## src/rtl/pc_unit_pkg.sv

```systemverilog
// Shared constants for the PC stage: next-PC select codes, FSM states and
// the default reset / instruction-memory window addresses.
package pc_unit_pkg;

    localparam logic [1:0] NPC_SEQ = 2'b00;
    localparam logic [1:0] NPC_BR  = 2'b01;
    localparam logic [1:0] NPC_J   = 2'b10;
    localparam logic [1:0] NPC_JR  = 2'b11;

    typedef enum logic {
        ST_RUN  = 1'b0,
        ST_HALT = 1'b1
    } pc_state_e;

    localparam logic [31:0] DEF_RESET_PC = 32'h0000_3000;
    localparam logic [31:0] DEF_IMEM_LO  = 32'h0000_3000;
    localparam logic [31:0] DEF_IMEM_HI  = 32'h0000_6FFC;

endpackage

```

## src/rtl/pc_unit_npc_calc.sv

```systemverilog
// Combinational next-PC target selection and fetch-address legality check.
module npc_calc
    import pc_unit_pkg::*;
#(
    parameter logic [31:0] IMEM_LO = DEF_IMEM_LO,
    parameter logic [31:0] IMEM_HI = DEF_IMEM_HI
) (
    input  logic [31:0] pc,
    input  logic [1:0]  npc_op,
    input  logic        br_cond,
    input  logic [31:0] br_offset,
    input  logic [25:0] j_index,
    input  logic [31:0] rs_val,
    output logic [31:0] npc,
    output logic        npc_legal
);

    logic [31:0] seq_pc;

    always_comb begin
        seq_pc = pc + 32'd4;
        npc    = seq_pc;
        case (npc_op)
            NPC_SEQ: npc = seq_pc;
            NPC_BR:  npc = br_cond ? (seq_pc + br_offset) : seq_pc;
            NPC_J:   npc = {seq_pc[31:28], j_index, 2'b00};
            NPC_JR:  npc = rs_val;
            default: npc = seq_pc;
        endcase
    end

    // Wrapped branch targets land outside the window, so no separate overflow case.
    always_comb begin
        npc_legal = (npc[1:0] == 2'b00) && (npc >= IMEM_LO) && (npc <= IMEM_HI);
    end

endmodule

```

## src/rtl/pc_unit.sv

```systemverilog
// PC register, RUN/HALT fetch-error FSM and accepted-update counter for the
// single-cycle MIPS datapath.
module pc_unit
    import pc_unit_pkg::*;
#(
    parameter logic [31:0] RESET_PC = DEF_RESET_PC,
    parameter logic [31:0] IMEM_LO  = DEF_IMEM_LO,
    parameter logic [31:0] IMEM_HI  = DEF_IMEM_HI
) (
    input  logic        clk,
    input  logic        reset,
    input  logic        en,
    input  logic [1:0]  npc_op,
    input  logic        br_cond,
    input  logic [31:0] br_offset,
    input  logic [25:0] j_index,
    input  logic [31:0] rs_val,
    output logic [31:0] pc,
    output logic [31:0] pc_plus4,
    output logic [31:0] link_addr,
    output logic        addr_err,
    output logic [31:0] err_pc,
    output logic [31:0] upd_cnt
);

    pc_state_e   state_q, state_d;
    logic [31:0] pc_q, pc_d;
    logic        addr_err_q, addr_err_d;
    logic [31:0] err_pc_q, err_pc_d;
    logic [31:0] upd_cnt_q, upd_cnt_d;

    logic [31:0] npc;
    logic        npc_legal;

    npc_calc #(
        .IMEM_LO (IMEM_LO),
        .IMEM_HI (IMEM_HI)
    ) u_npc_calc (
        .pc        (pc_q),
        .npc_op    (npc_op),
        .br_cond   (br_cond),
        .br_offset (br_offset),
        .j_index   (j_index),
        .rs_val    (rs_val),
        .npc       (npc),
        .npc_legal (npc_legal)
    );

    // A stalled cycle never evaluates legality; HALT freezes everything.
    always_comb begin
        state_d    = state_q;
        pc_d       = pc_q;
        addr_err_d = addr_err_q;
        err_pc_d   = err_pc_q;
        upd_cnt_d  = upd_cnt_q;
        if (state_q == ST_RUN && en) begin
            if (npc_legal) begin
                pc_d      = npc;
                upd_cnt_d = upd_cnt_q + 32'd1;
            end else begin
                addr_err_d = 1'b1;
                err_pc_d   = npc;
                state_d    = ST_HALT;
            end
        end
    end

    always_ff @(posedge clk) begin
        if (reset) begin
            state_q    <= ST_RUN;
            pc_q       <= RESET_PC;
            addr_err_q <= 1'b0;
            err_pc_q   <= 32'd0;
            upd_cnt_q  <= 32'd0;
        end else begin
            state_q    <= state_d;
            pc_q       <= pc_d;
            addr_err_q <= addr_err_d;
            err_pc_q   <= err_pc_d;
            upd_cnt_q  <= upd_cnt_d;
        end
    end

    assign pc        = pc_q;
    assign pc_plus4  = pc_q + 32'd4;
    assign link_addr = pc_q + 32'd4;
    assign addr_err  = addr_err_q;
    assign err_pc    = err_pc_q;
    assign upd_cnt   = upd_cnt_q;

endmodule

```

## config.mk

```make
export PLATFORM = sky130hd
export DESIGN_NAME = pc_unit
export DESIGN_NICKNAME = d
export VERILOG_FILES = /design/src/rtl/pc_unit_pkg.sv /design/src/rtl/pc_unit_npc_calc.sv /design/src/rtl/pc_unit.sv
export SDC_FILE = /design/constraint.sdc
export NUM_CORES = 1
export LEC_CHECK = 0
export ABC_AREA = 1
export ABC_CLOCK_PERIOD_IN_PS = 4100
export CAP_MARGIN = 20
export CORE_MARGIN = 2
export CORE_UTILIZATION = 44
export CTS_CLUSTER_SIZE = 8
export DETAILED_ROUTE_END_ITERATION = 8
export PLACE_DENSITY = 0.74
export SLEW_MARGIN = 10
export SYNTH_ARGS = -nofsm -noshare
export SYNTH_HDL_FRONTEND = slang
export SYNTH_SLANG_ARGS = --single-unit
```

## constraint.sdc

```tcl
create_clock -name clk -period 4.1 [get_ports clk]
set_clock_uncertainty 0.05 [all_clocks]
set_input_delay 0.82 -clock clk [delete_from_list [all_inputs] [get_ports clk]]
set_output_delay 0.82 -clock clk [all_outputs]
set_load 0.005 [all_outputs]
```

# Word level (Yosys, flattened, before mapping)
# Index checks and enable logic that the tools add are counted.
# W data, S select, Z words.
classes:
  div_mod_pow: 0
  eq_ne: 3
  multipliers: 0
  n_reduce_logical: 7
  n_lt_le_gt_ge: 2
  mux: 2
  shifts: 0
  bitwise_logic: 2
  n_addsub: 3
op_table:
  columns: ["operator", "count"]
  rows:
  - ["$pmux W32 S4", 1]
  - ["$add A32 B1 Y32 const B", 1]
  - ["$add A32 B3 Y32 const B", 1]
  - ["$add A32 B32 Y32", 1]
  - ["$ge A32 B14 Y1 const B", 1]
  - ["$le A32 B15 Y1 const B", 1]
  - ["$mux W32", 1]
  - ["$eq A2 B2 Y1 const B", 2]
  - ["$logic_not A2 Y1", 2]
  - ["$reduce_and A2 Y1", 2]
  - ["$logic_and A1 B1 Y1", 3]
  - ["$eq A2 B1 Y1 const B", 1]
  - ["$not A1 Y1", 2]
totals:
  romBits: 0
  word_cells: 23
  mem_count: 0
  output_inout_bits: 161
  latch_bits: 0
  ram_bits: 0
  ff_bits: 97
  in_bits: 96

# Logic depth before layout (Yosys ltp)
# Gate-level depths: netlist (run 1).
depth:
  depth_word: 9
  depth_mapped: 34

# By module
# A second synthesis (run 1) with hierarchy kept.
hier_totals:
  cells_unflattened: 1706
  hier_area_um2: 9754.4
by_module_without_submodules:
  columns: ["module", "n_inst", "area_each_um2", "cells_each"]
  rows:
  - ["pc_unit", 1, 5172.5, 739]
  - ["npc_calc", 1, 4581.9, 967]

# Worst setup path after synthesis (run 1)
# OpenSTA, ideal clock, no wires.
synth_path:
  path_type: "register to register"
  start: "reg pc_q[2] (netlist: pc[2])"
  end: "reg pc_q[13] (netlist: pc[13])"
  arrival_time_ns: 3.592
  required_ns: 3.915
  path_slack_ns: 0.323
  synth_period_minus_slack_ns: 3.777
  stages_incl_launch_ff: 28
  setup_time_ns: 0.135
  path_cell_list: "dfxtp_1 -> ha_1 -> nand2_1 -> nor2_1 -> nand2_1 -> nor3_1 -> xor2_1 -> inv_1 -> ha_1 -> nand2_1 -> nor2_1 -> nand2_1 -> nor2_1 -> nand2_1 -> nand3_1 -> nand3_1 -> nand2_1 -> nand2_1 -> nand2_1 -> nand2_1 -> nor2_2 -> nand3_1 -> nor2_2 -> buf_6 -> nand3_4 -> buf_2 -> nand2_1 -> nand3_1"
synth_via:
  elab_chain_len: 8
  elab_cells_between_ends: 9
synth_rtl:
  columns: ["item", "line_no", "source"]
  rows:
  - ["from (decl)", "pc_unit.sv:27", "logic [31:0] pc_q, pc_d;"]
  - ["from (signal assigned)", "pc_unit.sv:77", "pc_q <= pc_d;"]
  - ["$add A32 B3 Y32 *", null, null]
  - ["named net link_addr[26]", "pc_unit.sv:20", "output logic [31:0] link_addr,"]
  - ["$add A32 B32 Y32", "pc_unit_npc_calc.sv:25", "NPC_BR: npc = br_cond ? (seq_pc + br_offset) : seq_pc;"]
  - ["$mux W32", "pc_unit_npc_calc.sv:25", null]
  - ["$pmux W32 S4 *", "pc_unit_npc_calc.sv:23", "case (npc_op)"]
  - ["$ge A32 B14 Y1", "pc_unit_npc_calc.sv:34", "npc_legal = (npc[1:0] == 2'b00) && (npc >= IMEM_LO) && (npc <= IMEM_HI);"]
  - ["$logic_and A1 B1 Y1", "pc_unit_npc_calc.sv:34", null]
  - ["$logic_and A1 B1 Y1 *", "pc_unit_npc_calc.sv:34", null]
  - ["$reduce_and A2 Y1 (no line) *", null, null]
# The timed path passes the listed nets; every way through them passes the cells marked *.
# A chain may end at the register's enable or synchronous reset.

# Worst setup path in the final report (run 1)
layout_path:
  start: "reg pc_q[3] (netlist: pc[3])"
  end: "reg pc_q[10] (netlist: pc[10])"
layout_via:
  elab_chain_len: 8
  elab_cells_between_ends: 9
layout_rtl:
  columns: ["item", "line_no", "source"]
  rows:
  - ["$add A32 B3 Y32 *", "pc_unit_npc_calc.sv:21", "seq_pc = pc + 32'd4;"]
  - ["$add A32 B32 Y32", "pc_unit_npc_calc.sv:25", null]
  - ["$mux W32", "pc_unit_npc_calc.sv:25", null]
  - ["$pmux W32 S4 *", "pc_unit_npc_calc.sv:23", null]
  - ["$ge A32 B14 Y1", "pc_unit_npc_calc.sv:34", null]
  - ["$logic_and A1 B1 Y1 (2 in series)", "pc_unit_npc_calc.sv:34", null]
  - ["$reduce_and A2 Y1 (no line)", null, null]
# Every way passes the cells marked *; elsewhere a longest branch is shown, timed or not.

==> results of run 1 <==
[report_power, final]
part           internal [mW]  switching [mW]
clock network          0.511           0.394
logic                  0.347           0.396
registers              0.959          0.0160
total                   1.82           0.807
[final timing paths]
check	endpoint	cells past startpoint	start	slack (ps)
max	pc[10]$_SDFFE_PP0P_	30	pc[3]$_SDFFE_PP0P_	120
max reg2reg	pc[10]$_SDFFE_PP0P_	30	pc[3]$_SDFFE_PP0P_	120
min reg2reg	err_pc[5]$_SDFFE_PP0P_	2	err_pc[5]$_SDFFE_PP0P_	410
min	err_pc[5]$_SDFFE_PP0P_	2	err_pc[5]$_SDFFE_PP0P_	410
[routing by layer]
metal,vias up,GRT usage [%],share of wire (%)
met5,-,0,0
met4,0,9.44,4.1
met3,109,4.40,9.1
met2,677,60.0,47
met1,6004,46.8,40
li1,6337,-,-
[critical path: cells and delay by family (launching register included)]
kind                     cells  cell delay [ps]
AND/OR/NAND/NOR             21             2030
buffers and inverters        4              530
AO/OA/AOI/OAI                3              460
adder cells (fa/ha/maj)      2              410
flip-flops                   1              370
[timing repair]
item                                    CTS  global route
setup buffers                             4            29
resized for setup                        70           339
pin swaps                                17           121
endpoints found under the setup margin   97            97
gates cloned                              1             5
[cell type report]
class	count	area, sq um	share of cell area, %
Timing Repair Buffer	519	4800	30.2
Sequential cell	97	1980	12.5
Clock inverter	5	61.3	0.386
Inverter	288	1100	6.94
Clock buffer	11	253	1.59
Multi-Input combinational cell	1270	7350	46.2
Tap cell	275	344	2.16
[through the flow]
stage,area [sq um],setup TNS [ps]
finish,15900,0
detailed placement,13600,-31860
global placement,13600,-25430
floorplan,9510,0
CTS,14300,0
global route,15900,-713
[sequential cells by signal, indices dropped and copies added (netlist names)]
signal / cells
pc: 32
err_pc: 32
upd_cnt: 32
addr_err: 1
[layout by cell type (no fill, tap or decap), types with 35 or more instances in the layout]
cell / synthesis / final
a21oi_1: 80 / 63
nor2_1: 176 / 125
nand2_2: 5 / 81
nand2_1: 609 / 499
dfxtp_1: 97 / 80
buf_4: 41 / 233
inv_1: 271 / 243
nand4_1: 68 / 68
inv_2: 14 / 35
clkdlybuf4s50_1: 0 / 255
nand3_1: 167 / 150
[logic make-up after synthesis]
family | Yosys count
flops | 97
simple gates | 1089
buf+inv | 381
fa+ha+maj | 36
xor+xnor | 9
compound gates | 136
==> results.toml, run 1 <==
[drt]
wire_per_inst_um = 17.6
dr.pass1.iters = 8
wl_um = 43500
vias = 13100
ant_nets = 0
vias_per_cell = 5.33
drc = 0
drtIter0Drc = 1074

[clock_network]
clock_path_buffers = 2
clk_pin_slew_ps = 70
cts_tree = "built"
clock_sinks = 97
numCtsBuffers = 9
clk-insertion-delay-late_ps = 350
cts_hold_buf = 0
htreeDepth = 3
cts_root_buf = "clkbuf_16"

[sta]
fmax_ghz = 0.251
worst_pin_slew_ps = 702
timing.final.crit_share_pct = 97.0
max_slew_margin_pct = 53.1
setup_violations = 0
hold_viol_final = 0
slew_violations = 0
hold_slack_ps = 411
fin_crit_ps = 3980
fin_ws_ps = 124

[synthesis]
synth-seq-area-share_pct = 20.4
synth-xor-area-share_pct = 0.829
synth_top_cell_area_share_pct = 24.0
synthMuxAreaShare_pct = 0
synth_most_common_cell = "nand2_1"
synth_largest_area_cell = "nand2_1"
syn_area_per_cell_sq_um = 5.44
syn_nets = 1880
synthFlopType = "dfxtp_1"
synth_compound_area_share_pct = 7.71
syn_inst = 1748
netlist_area_sq_mm = 0.00951
netlist_top_cells_count = "nand2_1 (609), inv_1 (271), nor2_1 (176), nand3_1 (167), dfxtp_1 (97)"
synth_seq_cells = 97
synth-simple-area-share_pct = 49.1
async_reset_ff_share_pct = 0
synth_top_family_by_area = "simple AND/OR/NAND/NOR gates"
synth_area_leaders = "nand2_1 (24%), dfxtp_1 (20%), inv_1 (11%), nand3_1 (8.8%), nor2_1 (6.9%)"
synthAdderAreaFrac_pct = 4.82
synth_warnings = 0
synth-edff-count = 0
synth.distinct_cells = 47

[flow_run]
cap_violations = 0

[worst_setup_path]
cp.arrival_ps = 4160
required_ps = 4280
start_kind = "register"
cp_slowest_cell = "dfxtp_2"
cp_slowest_stage_delay_ps = 370
critPathMaxFanout = 8
worst_setup_path_end_kind = "register"
path_class = "reg2reg"

[global_route]
overflow = 0
grt_pass1_vias = 11800
antenna_found_initial = 0
grt_first_pass_wirelength_um = 62300
grt_max_degree = 53
grt_use_total_pct = 35.2

[finish]
drive_gt1_share_pct = 28.1
fillCellCount = 1733
final_nets = 2317
antennaDiodeCount = 0
final_util_pct = 75.4
synthToLayoutAreaGrowth_pct = 67.2
finalNonFillerCells = 2465

[floorplanning]
rows = 53
die-area_sq_mm = 0.0228
start_util_pct = 45.1
die_h_um = 151
ios = 257
die_w_um = 151
coreArea_sq_mm = 0.0211

[placement]
dpl.cell_count = 2410
gp_routability_congestion = 1.03
hpwl_um = 33300
dp_slack_ps = -475
io_buffers = 256

[outcome]
status = "finished clean"

[power]
power_density_mw_per_mm2 = 165
power_mw = 2.62
ir_drop_v = 0.000214
p_leak_nw = 7.60

[worst_hold_path]
hp-class = "reg2reg"
(Power assumes the default switching activity.)
==> inputs of run 2 (changes only) <==
--- a/config.mk
+++ b/config.mk
@@ -12,6 +12,7 @@
 export CORE_UTILIZATION = 44
 export CTS_CLUSTER_SIZE = 8
 export DETAILED_ROUTE_END_ITERATION = 8
+export GPL_TIMING_DRIVEN = 0
 export PLACE_DENSITY = 0.74
 export SLEW_MARGIN = 10
 export SYNTH_ARGS = -nofsm -noshare
==> run 2 against run 1 <==
Against the previous run: the flow now finishes with violations (setup timing); maximum frequency fell by 7.2%; register-to-register slack got worse by 310 ps; sequential power fell by 0.8%; setup slack got worse by 310 ps; sequential cell count did not move; sequential share of layout area rose by 1.4 points; worst hold slack improved by 2.2 ps; via count fell by 2.8%; combinational power fell by 12%; utilization fell by 6.4 points.
==> results.toml, run 2 (same netlist as run 1, synthesis figures left out) <==
[outcome]
status = "finished, violations left"
violations = "setup timing"

[floorplanning]
coreArea_sq_mm = 0.0211
die_h_um = 151
start_util_pct = 45.1
rows = 53
die-area_sq_mm = 0.0228
die_w_um = 151
ios = 257

[power]
p_leak_nw = 6.76
power_density_mw_per_mm2 = 170
power_mw = 2.47
ir_drop_v = 0.000264

[drt]
wire_per_inst_um = 17.8
drc = 0
ant_nets = 0
vias_per_cell = 5.40
dr.pass1.iters = 8
vias = 12800
drtIter0Drc = 1347
wl_um = 42000

[clock_network]
clock_path_buffers = 2
cts_hold_buf = 0
cts_tree = "built"
clk-insertion-delay-late_ps = 350
htreeDepth = 3
clock_sinks = 97
numCtsBuffers = 9
clk_pin_slew_ps = 80
cts_root_buf = "clkbuf_16"

[finish]
fillCellCount = 1909
final_nets = 2215
synthToLayoutAreaGrowth_pct = 52.9
most-common-layout-cells = "nand2_1 (528), clkdlybuf4s50_1 (254), inv_1 (253)"
mostFrequentLayoutCell = "nand2_1"
antennaDiodeCount = 0
design_area_sq_mm = 0.0145
final_util_pct = 68.9
drive_gt1_share_pct = 20.7

[sta]
setup_violations = 91
hold_slack_ps = 413
worst_pin_slew_ps = 804
slew_violations = 0
fin_crit_ps = 4280
timing.final.crit_share_pct = 104
hold_viol_final = 0
fmax_ghz = 0.233
max_slew_margin_pct = 46.4
fin_ws_ps = -184
rsz0062_at_grt = "yes"

[global_route]
grt_use_total_pct = 34.8
grt_max_degree = 20
grt_first_pass_wirelength_um = 61100
overflow = 0
grt_pass1_vias = 11400
antenna_found_initial = 0

[worst_setup_path]
critPathMaxFanout = 6
cp_slowest_cell = "dfxtp_4"
path_buf_inv = 4
worst_setup_path_end_kind = "register"
cp_slowest_stage_delay_ps = 400
cpLargestDelayFamily = "simple AND/OR/NAND/NOR gates"
path_class = "reg2reg"
start_kind = "register"
required_ps = 4290
worst_path_most_repeated_cell = "nand2_1"
cp.arrival_ps = 4480

[placement]
placed_area_sq_mm = 0.0124
gp_routability_congestion = 0.988
io_buffers = 254
hpwl_um = 32400
dp_slack_ps = -957

[worst_hold_path]
hp-class = "reg2reg"

[flow_run]
cap_violations = 0
-- run 2: through the flow --
step	instances	setup TNS (ps)
after floorplan	1748	0
after global placement	2277	-87220
after detailed placement	2277	-84630
after CTS	2331	0
after global routing	2363	-25190
final	2363	-8150
-- run 2: metal layers --
| metal | part of all wire, % | GRT usage, % | wire, um |
|---|---|---|---|
| met5 | 0 | 0 | 0 |
| met2 | 46 | 58.7 | 19200 |
| met3 | 10 | 6.02 | 4180 |
| met1 | 40 | 45.5 | 17000 |
| met4 | 3.9 | 10.5 | 1620 |
-- run 2: worst register-to-register path, delay by kind of cell (launching register included) --
family	cells	cell delay (ps)
AO/OA/AOI/OAI	3	480
XOR/XNOR	1	170
adder cells (fa/ha/maj)	2	480
buffers and inverters	4	680
flip-flops	1	400
AND/OR/NAND/NOR	18	1920
-- run 2: final timing paths --
kind | start | endpoint | slack, ps | cells after the start
setup reg to reg | pc[2]$_SDFFE_PP0P_ | pc[7]$_SDFFE_PP0P_ | -180 | 28
hold reg to reg | err_pc[4]$_SDFFE_PP0P_ | err_pc[4]$_SDFFE_PP0P_ | 410 | 2
setup / recovery | pc[2]$_SDFFE_PP0P_ | pc[7]$_SDFFE_PP0P_ | -180 | 28
hold / removal | err_pc[4]$_SDFFE_PP0P_ | err_pc[4]$_SDFFE_PP0P_ | 410 | 2
-- run 2: repair_timing --
item                       in CTS  in global routing
pin swaps                      31                 83
buffers inserted               34                 29
gates resized for setup       178                175
gates cloned                    4                  4
setup endpoints to repair      97                 97
-- run 2: power by group --
group          leakage [nW]  switching [mW]  internal (mW)  total, mW
logic                  5.81           0.375          0.279      0.654
registers             0.803          0.0165          0.950      0.967
clock network         0.146           0.420          0.432      0.852
-- run 2: cell type report --
cell class / count / area, sq um / area share [%]
buffer: 93 / 633 / 4.36
clock buffer: 9 / 225 / 1.55
clock inverter: 7 / 68.8 / 0.473
inverter: 288 / 1100 / 7.56
multi-input combinational: 1271 / 6970 / 48.0
sequential: 97 / 2020 / 13.9
tap: 275 / 344 / 2.37
timing repair buffer: 323 / 3170 / 21.8
